## config.mk

```make
export PLATFORM = sky130hd
export DESIGN_NAME = uart_rx_frame
export DESIGN_NICKNAME = d
export VERILOG_FILES = /design/src/rtl/uart_rx_frame_pkg.sv /design/src/rtl/uart_rx_frame_sync_2ff.sv /design/src/rtl/uart_rx_frame.sv
export SDC_FILE = /design/constraint.sdc
export NUM_CORES = 1
export LEC_CHECK = 0
export BUFFER_PORTS_ARGS = -buffer_cell sky130_fd_sc_hd__buf_2
export CORE_MARGIN = 5
export CORE_UTILIZATION = 23
export CTS_BUF_LIST = sky130_fd_sc_hd__clkbuf_4 sky130_fd_sc_hd__clkbuf_8 sky130_fd_sc_hd__clkbuf_16
export CTS_CLUSTER_SIZE = 10
export DETAILED_ROUTE_END_ITERATION = 6
export REMOVE_ABC_BUFFERS = 1
export SYNTH_ARGS = -nofsm -noshare
export SYNTH_HDL_FRONTEND = slang
export SYNTH_SLANG_ARGS = --single-unit
```

## constraint.sdc

```tcl
create_clock -name clk -period 2.3 [get_ports clk]
set_input_delay 0.345 -clock clk [delete_from_list [all_inputs] [get_ports clk]]
set_output_delay 0.345 -clock clk [all_outputs]
set_load 0.005 [all_outputs]
```

## src/rtl/uart_rx_frame_pkg.sv

```systemverilog
`default_nettype none
// ============================================================================
// Module   : uart_rx_frame_pkg
// Purpose  : Shared definitions for the UART receive path: receiver state
//            encodings, the half-bit offset used to centre the start-bit
//            sample, and the parity function shared with the transmit side.
// Ports    : none (package)
// Revision : 1.0 - initial release
// ============================================================================
package uart_rx_frame_pkg;

  // Number of data bits carried by one frame.
  localparam int DATA_BITS = 8;

  // Receiver states.
  typedef enum logic [2:0] {
    ST_IDLE      = 3'd0,
    ST_START     = 3'd1,
    ST_DATA      = 3'd2,
    ST_PAR       = 3'd3,
    ST_STOP      = 3'd4,
    ST_WAIT_HIGH = 3'd5
  } rx_state_e;

  // Offset from the detected falling edge to the middle of the start bit.
  function automatic int unsigned half_count(input int unsigned timer);
    return timer / 2;
  endfunction

  // Parity bit a transmitter appends to 'data'.
  // odd_sense = 0 gives ^data, odd_sense = 1 gives ~^data.
  function automatic logic parity_bit(input logic [DATA_BITS-1:0] data,
                                      input logic                 odd_sense);
    return odd_sense ? ~^data : ^data;
  endfunction

endpackage
`default_nettype wire

```

## src/rtl/uart_rx_frame_sync_2ff.sv

```systemverilog
`default_nettype none
// ============================================================================
// Module   : sync_2ff
// Purpose  : Two-flop synchronizer for an asynchronous UART input. Both
//            flops reset to 1 so an idle-high line never shows a spurious
//            falling edge when reset is released.
// Ports    : clk   - clock
//            reset - synchronous, active-high reset
//            d     - asynchronous input
//            q     - synchronized output (2 cycles of latency)
// Revision : 1.0 - initial release
// ============================================================================
module sync_2ff (
  input  logic clk,
  input  logic reset,
  input  logic d,
  output logic q
);

  logic meta_q;
  logic meta_d;
  logic sync_q;
  logic sync_d;

  always_comb begin
    meta_d = d;
    sync_d = meta_q;
  end

  always_ff @(posedge clk) begin
    if (reset) begin
      meta_q <= 1'b1;
      sync_q <= 1'b1;
    end else begin
      meta_q <= meta_d;
      sync_q <= sync_d;
    end
  end

  assign q = sync_q;

endmodule
`default_nettype wire

```

## src/rtl/uart_rx_frame.sv

```systemverilog
`default_nettype none
// ============================================================================
// Module   : uart_rx_frame
// Purpose  : UART receive stage. Synchronizes the serial line, recovers one
//            8-bit frame (optional parity, 1 or 2 stop bits) at TIMER clocks
//            per bit, checks parity/framing/break, and presents the byte in a
//            one-deep holding register consumed by a one-cycle rd pulse.
// Params   : P        - 1 = a parity bit follows the data
//            EVEN_ODD - expected parity: 0 -> ^data, 1 -> ~^data
//            s        - stop bits (1 or 2)
//            TIMER    - clocks per bit (>= 8)
// Ports    : clk, reset   - clock, synchronous active-high reset
//            tdi          - asynchronous serial input, idle high
//            rd           - consume the held byte (one-cycle pulse)
//            dout         - held byte, LSB received first
//            valid        - dout holds an unconsumed byte
//            parity_err   - parity mismatch on the held byte
//            frame_err    - a stop bit of the held byte sampled 0
//            overrun      - sticky: a frame was dropped while valid was set
//            brk          - held frame was a break (all bits 0)
//            rx_tick      - one-cycle pulse per completed frame
// Revision : 1.0 - initial release
// ============================================================================
module uart_rx_frame
  import uart_rx_frame_pkg::*;
#(
  parameter int P        = 0,
  parameter int EVEN_ODD = 0,
  parameter int s        = 1,
  parameter int TIMER    = 434
) (
  input  logic       clk,
  input  logic       reset,
  input  logic       tdi,
  input  logic       rd,
  output logic [7:0] dout,
  output logic       valid,
  output logic       parity_err,
  output logic       frame_err,
  output logic       overrun,
  output logic       brk,
  output logic       rx_tick
);

  localparam int              TW        = $clog2(TIMER);
  localparam logic [TW-1:0]   HALF_CNT  = TW'(half_count(TIMER));
  localparam logic [TW-1:0]   TIMER_MAX = TW'(TIMER - 1);
  localparam logic [TW-1:0]   TIMER_ONE = TW'(1);
  localparam logic [2:0]      LAST_DATA = 3'd7;
  localparam logic [2:0]      LAST_STOP = 3'(s - 1);
  localparam logic            PAR_EN    = (P != 0);
  localparam logic            PAR_SENSE = (EVEN_ODD != 0);

  // --------------------------------------------------------------------------
  // Input synchronizer
  // --------------------------------------------------------------------------
  logic rxs;

  sync_2ff u_sync_tdi (
    .clk   (clk),
    .reset (reset),
    .d     (tdi),
    .q     (rxs)
  );

  // --------------------------------------------------------------------------
  // Receiver state
  // --------------------------------------------------------------------------
  rx_state_e              state_q,   state_d;
  logic [TW-1:0]          timer_q,   timer_d;
  logic [2:0]             bit_cnt_q, bit_cnt_d;
  logic [DATA_BITS-1:0]   shift_q,   shift_d;
  logic                   f_perr_q,  f_perr_d;   // frame under reception: parity error
  logic                   f_ferr_q,  f_ferr_d;   // frame under reception: stop bit was 0
  logic                   f_hi_q,    f_hi_d;     // any 1 seen in data/parity/stop
  logic                   done_q,    done_d;     // frame completes next cycle
  logic                   bit_tick;

  // Holding register
  logic [DATA_BITS-1:0]   dout_q,       dout_d;
  logic                   valid_q,      valid_d;
  logic                   parity_err_q, parity_err_d;
  logic                   frame_err_q,  frame_err_d;
  logic                   overrun_q,    overrun_d;
  logic                   brk_q,        brk_d;

  // --------------------------------------------------------------------------
  // Next-state logic
  // --------------------------------------------------------------------------
  always_comb begin
    state_d   = state_q;
    timer_d   = (timer_q == TIMER_MAX) ? '0 : timer_q + TIMER_ONE;
    bit_cnt_d = bit_cnt_q;
    shift_d   = shift_q;
    f_perr_d  = f_perr_q;
    f_ferr_d  = f_ferr_q;
    f_hi_d    = f_hi_q;
    done_d    = 1'b0;
    // After the start-bit sample the timer is realigned so that every later
    // bit centre falls on a timer value of zero.
    bit_tick  = (timer_q == '0);

    case (state_q)
      ST_IDLE: begin
        // The edge cycle itself counts as timer value 0, so the timer reads
        // HALF exactly HALF cycles after the line was first seen low.
        if (!rxs) begin
          state_d = ST_START;
          timer_d = TIMER_ONE;
        end else begin
          timer_d = '0;
        end
      end

      ST_START: begin
        if (timer_q == HALF_CNT) begin
          timer_d = TIMER_ONE;
          if (rxs) begin
            state_d = ST_IDLE;  // false start: line went back high
          end else begin
            state_d   = ST_DATA;
            bit_cnt_d = '0;
            f_perr_d  = 1'b0;
            f_ferr_d  = 1'b0;
            f_hi_d    = 1'b0;
          end
        end
      end

      ST_DATA: begin
        if (bit_tick) begin
          shift_d   = {rxs, shift_q[DATA_BITS-1:1]};
          f_hi_d    = f_hi_q | rxs;
          bit_cnt_d = bit_cnt_q + 3'd1;  // wraps to 0 after the last data bit
          if (bit_cnt_q == LAST_DATA) begin
            state_d = PAR_EN ? ST_PAR : ST_STOP;
          end
        end
      end

      ST_PAR: begin
        if (bit_tick) begin
          f_hi_d   = f_hi_q | rxs;
          f_perr_d = (rxs != parity_bit(shift_q, PAR_SENSE));
          state_d  = ST_STOP;
        end
      end

      ST_STOP: begin
        if (bit_tick) begin
          f_hi_d = f_hi_q | rxs;
          if (!rxs) begin
            f_ferr_d = 1'b1;
          end
          if (bit_cnt_q == LAST_STOP) begin
            done_d    = 1'b1;
            bit_cnt_d = '0;
            // A break leaves the line low; hold off until it returns high so
            // the continuing low level is not taken as a new start bit.
            state_d   = f_hi_d ? ST_IDLE : ST_WAIT_HIGH;
          end else begin
            bit_cnt_d = bit_cnt_q + 3'd1;
          end
        end
      end

      ST_WAIT_HIGH: begin
        timer_d = '0;
        if (rxs) begin
          state_d = ST_IDLE;
        end
      end

      default: begin
        state_d = ST_IDLE;
        timer_d = '0;
      end
    endcase
  end

  // --------------------------------------------------------------------------
  // Holding register: completion loads unless an unconsumed byte is held and
  // is not being read on this very cycle, in which case the new frame drops.
  // --------------------------------------------------------------------------
  always_comb begin
    dout_d       = dout_q;
    valid_d      = valid_q;
    parity_err_d = parity_err_q;
    frame_err_d  = frame_err_q;
    overrun_d    = overrun_q;
    brk_d        = brk_q;

    if (done_q) begin
      if (!valid_q || rd) begin
        dout_d       = shift_q;
        valid_d      = 1'b1;
        parity_err_d = f_perr_q;
        frame_err_d  = f_ferr_q;
        brk_d        = ~f_hi_q;
      end else begin
        overrun_d = 1'b1;
      end
    end else if (rd && valid_q) begin
      valid_d      = 1'b0;
      overrun_d    = 1'b0;
      parity_err_d = 1'b0;
      frame_err_d  = 1'b0;
      brk_d        = 1'b0;
    end
  end

  // --------------------------------------------------------------------------
  // Registers
  // --------------------------------------------------------------------------
  always_ff @(posedge clk) begin
    if (reset) begin
      state_q      <= ST_IDLE;
      timer_q      <= '0;
      bit_cnt_q    <= '0;
      shift_q      <= '0;
      f_perr_q     <= 1'b0;
      f_ferr_q     <= 1'b0;
      f_hi_q       <= 1'b0;
      done_q       <= 1'b0;
      dout_q       <= '0;
      valid_q      <= 1'b0;
      parity_err_q <= 1'b0;
      frame_err_q  <= 1'b0;
      overrun_q    <= 1'b0;
      brk_q        <= 1'b0;
    end else begin
      state_q      <= state_d;
      timer_q      <= timer_d;
      bit_cnt_q    <= bit_cnt_d;
      shift_q      <= shift_d;
      f_perr_q     <= f_perr_d;
      f_ferr_q     <= f_ferr_d;
      f_hi_q       <= f_hi_d;
      done_q       <= done_d;
      dout_q       <= dout_d;
      valid_q      <= valid_d;
      parity_err_q <= parity_err_d;
      frame_err_q  <= frame_err_d;
      overrun_q    <= overrun_d;
      brk_q        <= brk_d;
    end
  end

  assign dout       = dout_q;
  assign valid      = valid_q;
  assign parity_err = parity_err_q;
  assign frame_err  = frame_err_q;
  assign overrun    = overrun_q;
  assign brk        = brk_q;
  assign rx_tick    = done_q;

endmodule
`default_nettype wire
```

# Word-level counts from Yosys, hierarchy flattened

Index checks and enable logic that the tools add are counted.
Widths: inputs -> output; s select.

Input bits: 4
Memory bits (writable): 0
Memories kept: 0
Logic and storage cells: 109
Register bits: 42
Latch bits: 0
Bits in read-only memories: 0

Div/mod/pow operators: 0
Add/sub/neg operators: 2
Reduce and logical (&&, ||, !) cells: 23
Multiply operators: 0
Mux-type cells: 42
Shift-type cells: 0
Order comparisons: 0
Eq/ne operators: 22
Bitwise gates (word level): 4

Operators by type and width:

| kind                | count |
|---|---|
| $mux 3              | 14 |
| $pmux 9 s3          | 1 |
| $ne 2x2->1 const B  | 10 |
| $mux 1              | 19 |
| $mux 9              | 2 |
| $pmux 3 s6          | 1 |
| $reduce_and 5->1    | 2 |
| $add 9x1->9 const B | 1 |
| $eq 3x3->1 const B  | 3 |
| $eq 9x8->1 const B  | 1 |
| $eq 9x9->1 const B  | 1 |
| $logic_not 9->1     | 1 |
| $pmux 3 s3          | 1 |
| $reduce_and 2->1    | 4 |
| $reduce_and 4->1    | 2 |
| $reduce_and 8->1    | 1 |
| $reduce_bool 2->1   | 4 |
| $reduce_xor 8->1    | 1 |
| $eq 3x2->1 const B  | 2 |
| $logic_not 3->1     | 2 |
| $ne 2x1->1 const B  | 3 |
| $pmux 1 s2          | 3 |
| $reduce_or 3->1     | 2 |
| $add 3x1->3 const B | 1 |
| 9 further kinds     | 11 |

# Logic depth before layout (Yosys ltp)

Depth in word-level cells: 5
Depth in mapped cells: 8

# Hierarchy

From an unflattened synthesis, not the netlist that was laid out.

Cells, all modules: 226
Area total of the unflattened synthesis: 2,097.0 µm²

Modules (own cells, without submodules):

| module        | area each (µm²) | times used | cells an instance |
|---|---|---|---|
| uart_rx_frame | 2,044.5         | 1          | 222 |
| sync_2ff      | 52.6            | 1          | 4 |

# Least setup slack after synthesis

No wires, ideal clock.

Kind: register to register
Start: register timer_q[0]
End: register shift_q[0]
Stages on the path, launching flop included: 9
Arrival: 2.011 ns
Slack: 0.161 ns
Library setup time: 0.128 ns
Path through: dfxtp_1 inv_1 ha_1 or4b_4 or3_1 buf_2 nor3_4 mux2i_1 nor2_1

Word-level cells in the longest chain between the ends: 2

Ends and longest elaborated chain:

| element                           | line                 | text |
|---|---|---|
| from (decl)                       | uart_rx_frame.sv:70  | `logic [TW-1:0] timer_q, timer_d;` |
| from (signal assigned)            | uart_rx_frame.sv:233 | `timer_q <= timer_d;` |
| $logic_not 9->1                   | uart_rx_frame.sv:101 | `bit_tick = (timer_q == '0);` |
| $reduce_and 2->1 (no source line) | -                    |  |
| to (signal assigned)              | uart_rx_frame.sv:235 | `shift_q <= shift_d;` |
| to (decl)                         | uart_rx_frame.sv:72  | `logic [DATA_BITS-1:0] shift_q, shift_d;` |

Every way passes these cells.
A chain may end at the register's enable or synchronous reset.

# Worst setup path after layout

Start: register timer_q[0]
End: register state_q[2]

Word-level cells in the longest chain between the ends: 3
Elaborated cells on any way between the ends: 7
Those cells by class: 5 x eq/ne; 2 x reduce/logical

Ends and longest elaborated chain:

| element                                              | line                                       | text |
|---|---|---|
| $eq 9x8->1 / $logic_not 9->1 (equally long branches) | uart_rx_frame.sv:116, uart_rx_frame.sv:101 |  |
| $ne 2x2->1 (no source line)                          | -                                          |  |
| $reduce_and 8->1 (no source line) *                  | -                                          |  |
| to (signal assigned)                                 | uart_rx_frame.sv:232                       | `state_q <= state_d;` |
| to (decl)                                            | uart_rx_frame.sv:69                        | `rx_state_e state_q, state_d;` |

Mark *: on every way between the ends. The rest lies on a longest branch, timed or not.

==> flow_metrics.py <==
metrics = {
    "drt": {
        "wl_per_cell_um": 11.0,
        "drtPass1Iterations": 4,
        "viasPerCell": 4.40,
        "via_count": 1540,
        "first_iter_violations": 32,
        "drc": 0,
        "wirelength_um": 3850,
        "ant_nets": 0,
    },
    "power_and_ir_drop": {
        "p_comb_share_pct": 16.5,
        "peakVddDrop_mv": 0.237,
        "power_frac_seq_pct": 42.9,
        "swShare_pct": 25.3,
        "clkPwrFrac_pct": 40.5,
        "p_per_area_nw_per_um2": 737,
        "power.internal_w": 0.00133,
        "power.net_switching_w": 0.000448,
        "p_leak_nw": 0.927,
    },
    "grt": {
        "grt_overflow": 0,
        "busiest_layer": "met2",
        "antenna_found_initial": 0,
        "use_met3_pct": 3.02,
        "grt_util_met2_pct": 12.5,
        "grt_max_degree": 38,
        "grt_use_met1_pct": 9.24,
        "grt_pass1_wl_um": 6470,
        "grt_pass1_vias": 1401,
        "grt_usage_pct": 7.68,
    },
    "cts": {
        "h-tree-depth": 2,
        "clk_pin_slew_worst_paths_ns": 0.08,
        "hold_buffers": 0,
        "clock_path_buffers": 2,
        "clock_latency_ns": 0.29,
        "cts_tree": "built",
        "clockRootBuffer": "clkbuf_8",
        "numCtsBuffers": 5,
        "clkSinkCount": 42,
    },
    "synthesis": {
        "syn-mean-instance-area_sq_um": 9.03,
        "ys_async_sr_fraction_pct": 0,
        "synthTopCellsByArea": "dfxtp_1 (42%), mux2i_1 (9.5%), nor2_1 (7.7%)",
        "syn_inst": 222,
        "syn-cell-area_sq_um": 2000,
        "yosysWarningCount": 0,
        "yosysTopAreaCell": "dfxtp_1",
        "synth_edf_count": 0,
        "synthFlopType": "dfxtp_1",
        "seq_area_frac_synth_pct": 41.9,
        "ys_types": 46,
        "ys_ff_latch": 42,
        "synth_top_area_share_pct": 41.9,
    },
    "worst_setup_path": {
        "critPathTopFamily": "simple AND/OR/NAND/NOR gates",
        "arrival_ns": 2.41,
        "worstPathRequired_ns": 2.54,
        "crit_path_start_kind": "flop",
        "cp_num_buf_inv": 1,
        "crit_slowest_cell": "or4b_4",
        "critical_path_class": "flop to flop",
        "endpoint_kind": "flop",
        "path_max_fanout": 5,
        "path_cells": "inv_1 -> ha_1 -> or4b_4 -> or3_4 -> a221oi_4 -> and2_1 -> a31o_1",
        "slowest_delay_ns": 0.47,
    },
    "floorplanning": {
        "row_count": 34,
        "start_util_pct": 23.3,
        "die_area_sq_um": 10700,
        "die_w_um": 103,
        "fp.dieH_um": 103,
        "core-area_sq_um": 8590,
        "pin_count": 18,
    },
    "final_layout": {
        "nNetsFinal": 251,
        "layout_commonest_cell": "dfxtp_1",
        "antennaDiodeCount": 0,
        "multiInputGateArea_sq_um": 1110,
        "seq_area_sq_um": 841,
        "drive_above_1_share_pct": 16.1,
        "fillers": 926,
        "area_growth_pct": 20.2,
        "layout_common_cells": "dfxtp_1 (42), nor2_1 (41), mux2i_1 (19)",
    },
    "sta": {
        "worst_pin_slew_ns": 0.705,
        "clock_skew_ns": 0.00724,
        "post-route-min-period_ns": 2.17,
        "maxSlewHeadroom_pct": 52.6,
        "setup-violations-final": 0,
        "hold_viol_final": 0,
        "slew_viol_final": 0,
        "setup_tns_ns": 0,
        "fmax_mhz": 460,
        "finalCritPeriodShare_pct": 94.5,
        "hold_slack_ns": 0.235,
        "rsz0062_at_grt": "false",
    },
    "flow_run": {
        "maxCapViolations": 0,
    },
    "placement": {
        "io_buffers": 17,
        "gp_congestion": 0.786,
        "hpwl_um": 2650,
    },
    "worst_hold_path": {
        "min_path_type": "input pin to flop",
    },
    "status": {
        "status": "complete, no violations",
    },
}
==> what timing repair did <==
action                                  in CTS  in global routing
endpoints found under the setup margin       0                  5
resized for setup                            0                  4
hold endpoints to repair                     0                  0
buffers inserted                             0                  0
==> cells by family (layout without fill, tap and decap cells) <==
group,Yosys count,in the layout,synth area share [%]
AND/OR/NAND/NOR,97,97,25.3
flip-flops,42,42,41.9
AO/OA/AOI/OAI,23,23,8.49
buffers and inverters,20,40,3.81
multiplexers,19,19,9.49
XOR/XNOR,15,15,7.24
adder cells (fa/ha/maj),6,6,3.75
==> area by class of cell <==
cell class              instances  share of cell area, %
multi-input cells             160                   46.2
flip-flops and latches         42                   34.9
repair buffers                 23                   5.92
well taps                     108                   5.61
clock buffers                   6                   3.43
clock inverters                 2                   2.49
inverters                       9                   1.40
==> metal layers <==
| layer | vias up | wire length (um) |
|---|---|---|
| li1 | 800 | - |
| met4 | 0 | 44 |
| met2 | 22 | 1750 |
| met1 | 714 | 1880 |
| met5 | - | 0 |
| met3 | 4 | 173 |
==> power by group through the flow <==
stage               Sequential, W  Clock, W  Combinational, W
finish                   0.000762  0.000719          0.000293
global route             0.000766  0.000777          0.000329
CTS                      0.000761  0.000743          0.000265
detailed placement       0.000779         0          0.000263
global placement         0.000777         0          0.000261
floorplan                0.000795         0          0.000172
==> state kept, by name, summed over array words and instances (netlist names), 3 cells and up <==
name and cells:
bit_cnt_q 3, shift_q 8, state_q 3, timer_q 9
dout 8
==> worst register-to-register path, cell delays in order (launching register included) <==
cell and delay (ns):
dfxtp_1 0.35, inv_1 0.07, ha_1 0.13, or4b_4 0.47, or3_4 0.40, a221oi_4 0.32, and2_1 0.23, a31o_1 0.16
==> final timing paths <==
check,endpoint,slack [ns],from,depth (start not counted)
min,u_sync_tdi.meta_q,0.24,tdi,2
max reg2reg,state_q[2],0.13,timer_q[0],7
min reg2reg,u_sync_tdi.q,0.41,u_sync_tdi.meta_q,1
max,state_q[2],0.13,timer_q[0],7
==> stage by stage <==
step | instance area (sq um) | utilization, % | setup WS [ns] | instances | power (W)
final | 2410 | 28.0 | 0.126 | 350 | 0.00177
after global routing | 2410 | 28.0 | 0.0114 | 350 | 0.00187
after CTS | 2380 | 27.7 | 0.0413 | 350 | 0.00177
after detailed placement | 2240 | 26.1 | 0.0592 | 342 | 0.00104
after global placement | 2240 | 26.1 | 0.121 | 342 | 0.00104
after floorplan | 1960 | - | 0.187 | 211 | 0.000967
==> synth_stat cells (2+ instances only) <==
cell      instances
dfxtp_1          42
nor2_1           41
mux2i_1          19
xnor2_1          12
nand2_1          11
clkbuf_1          9
inv_1             9
nor3_1            7
a21oi_1           6
ha_1              6
nand2b_1          5
nand3_1           4
nor4_1            4
and2_1            3
nor2b_1           3
or4b_1            3
a221oi_1          2
a31oi_1           2
nand3b_1          2
nand4b_1          2
or2_2             2
or3_1             2
or3b_1            2
xor2_1            2
No activity file was read; power rests on OpenSTA's default activity.
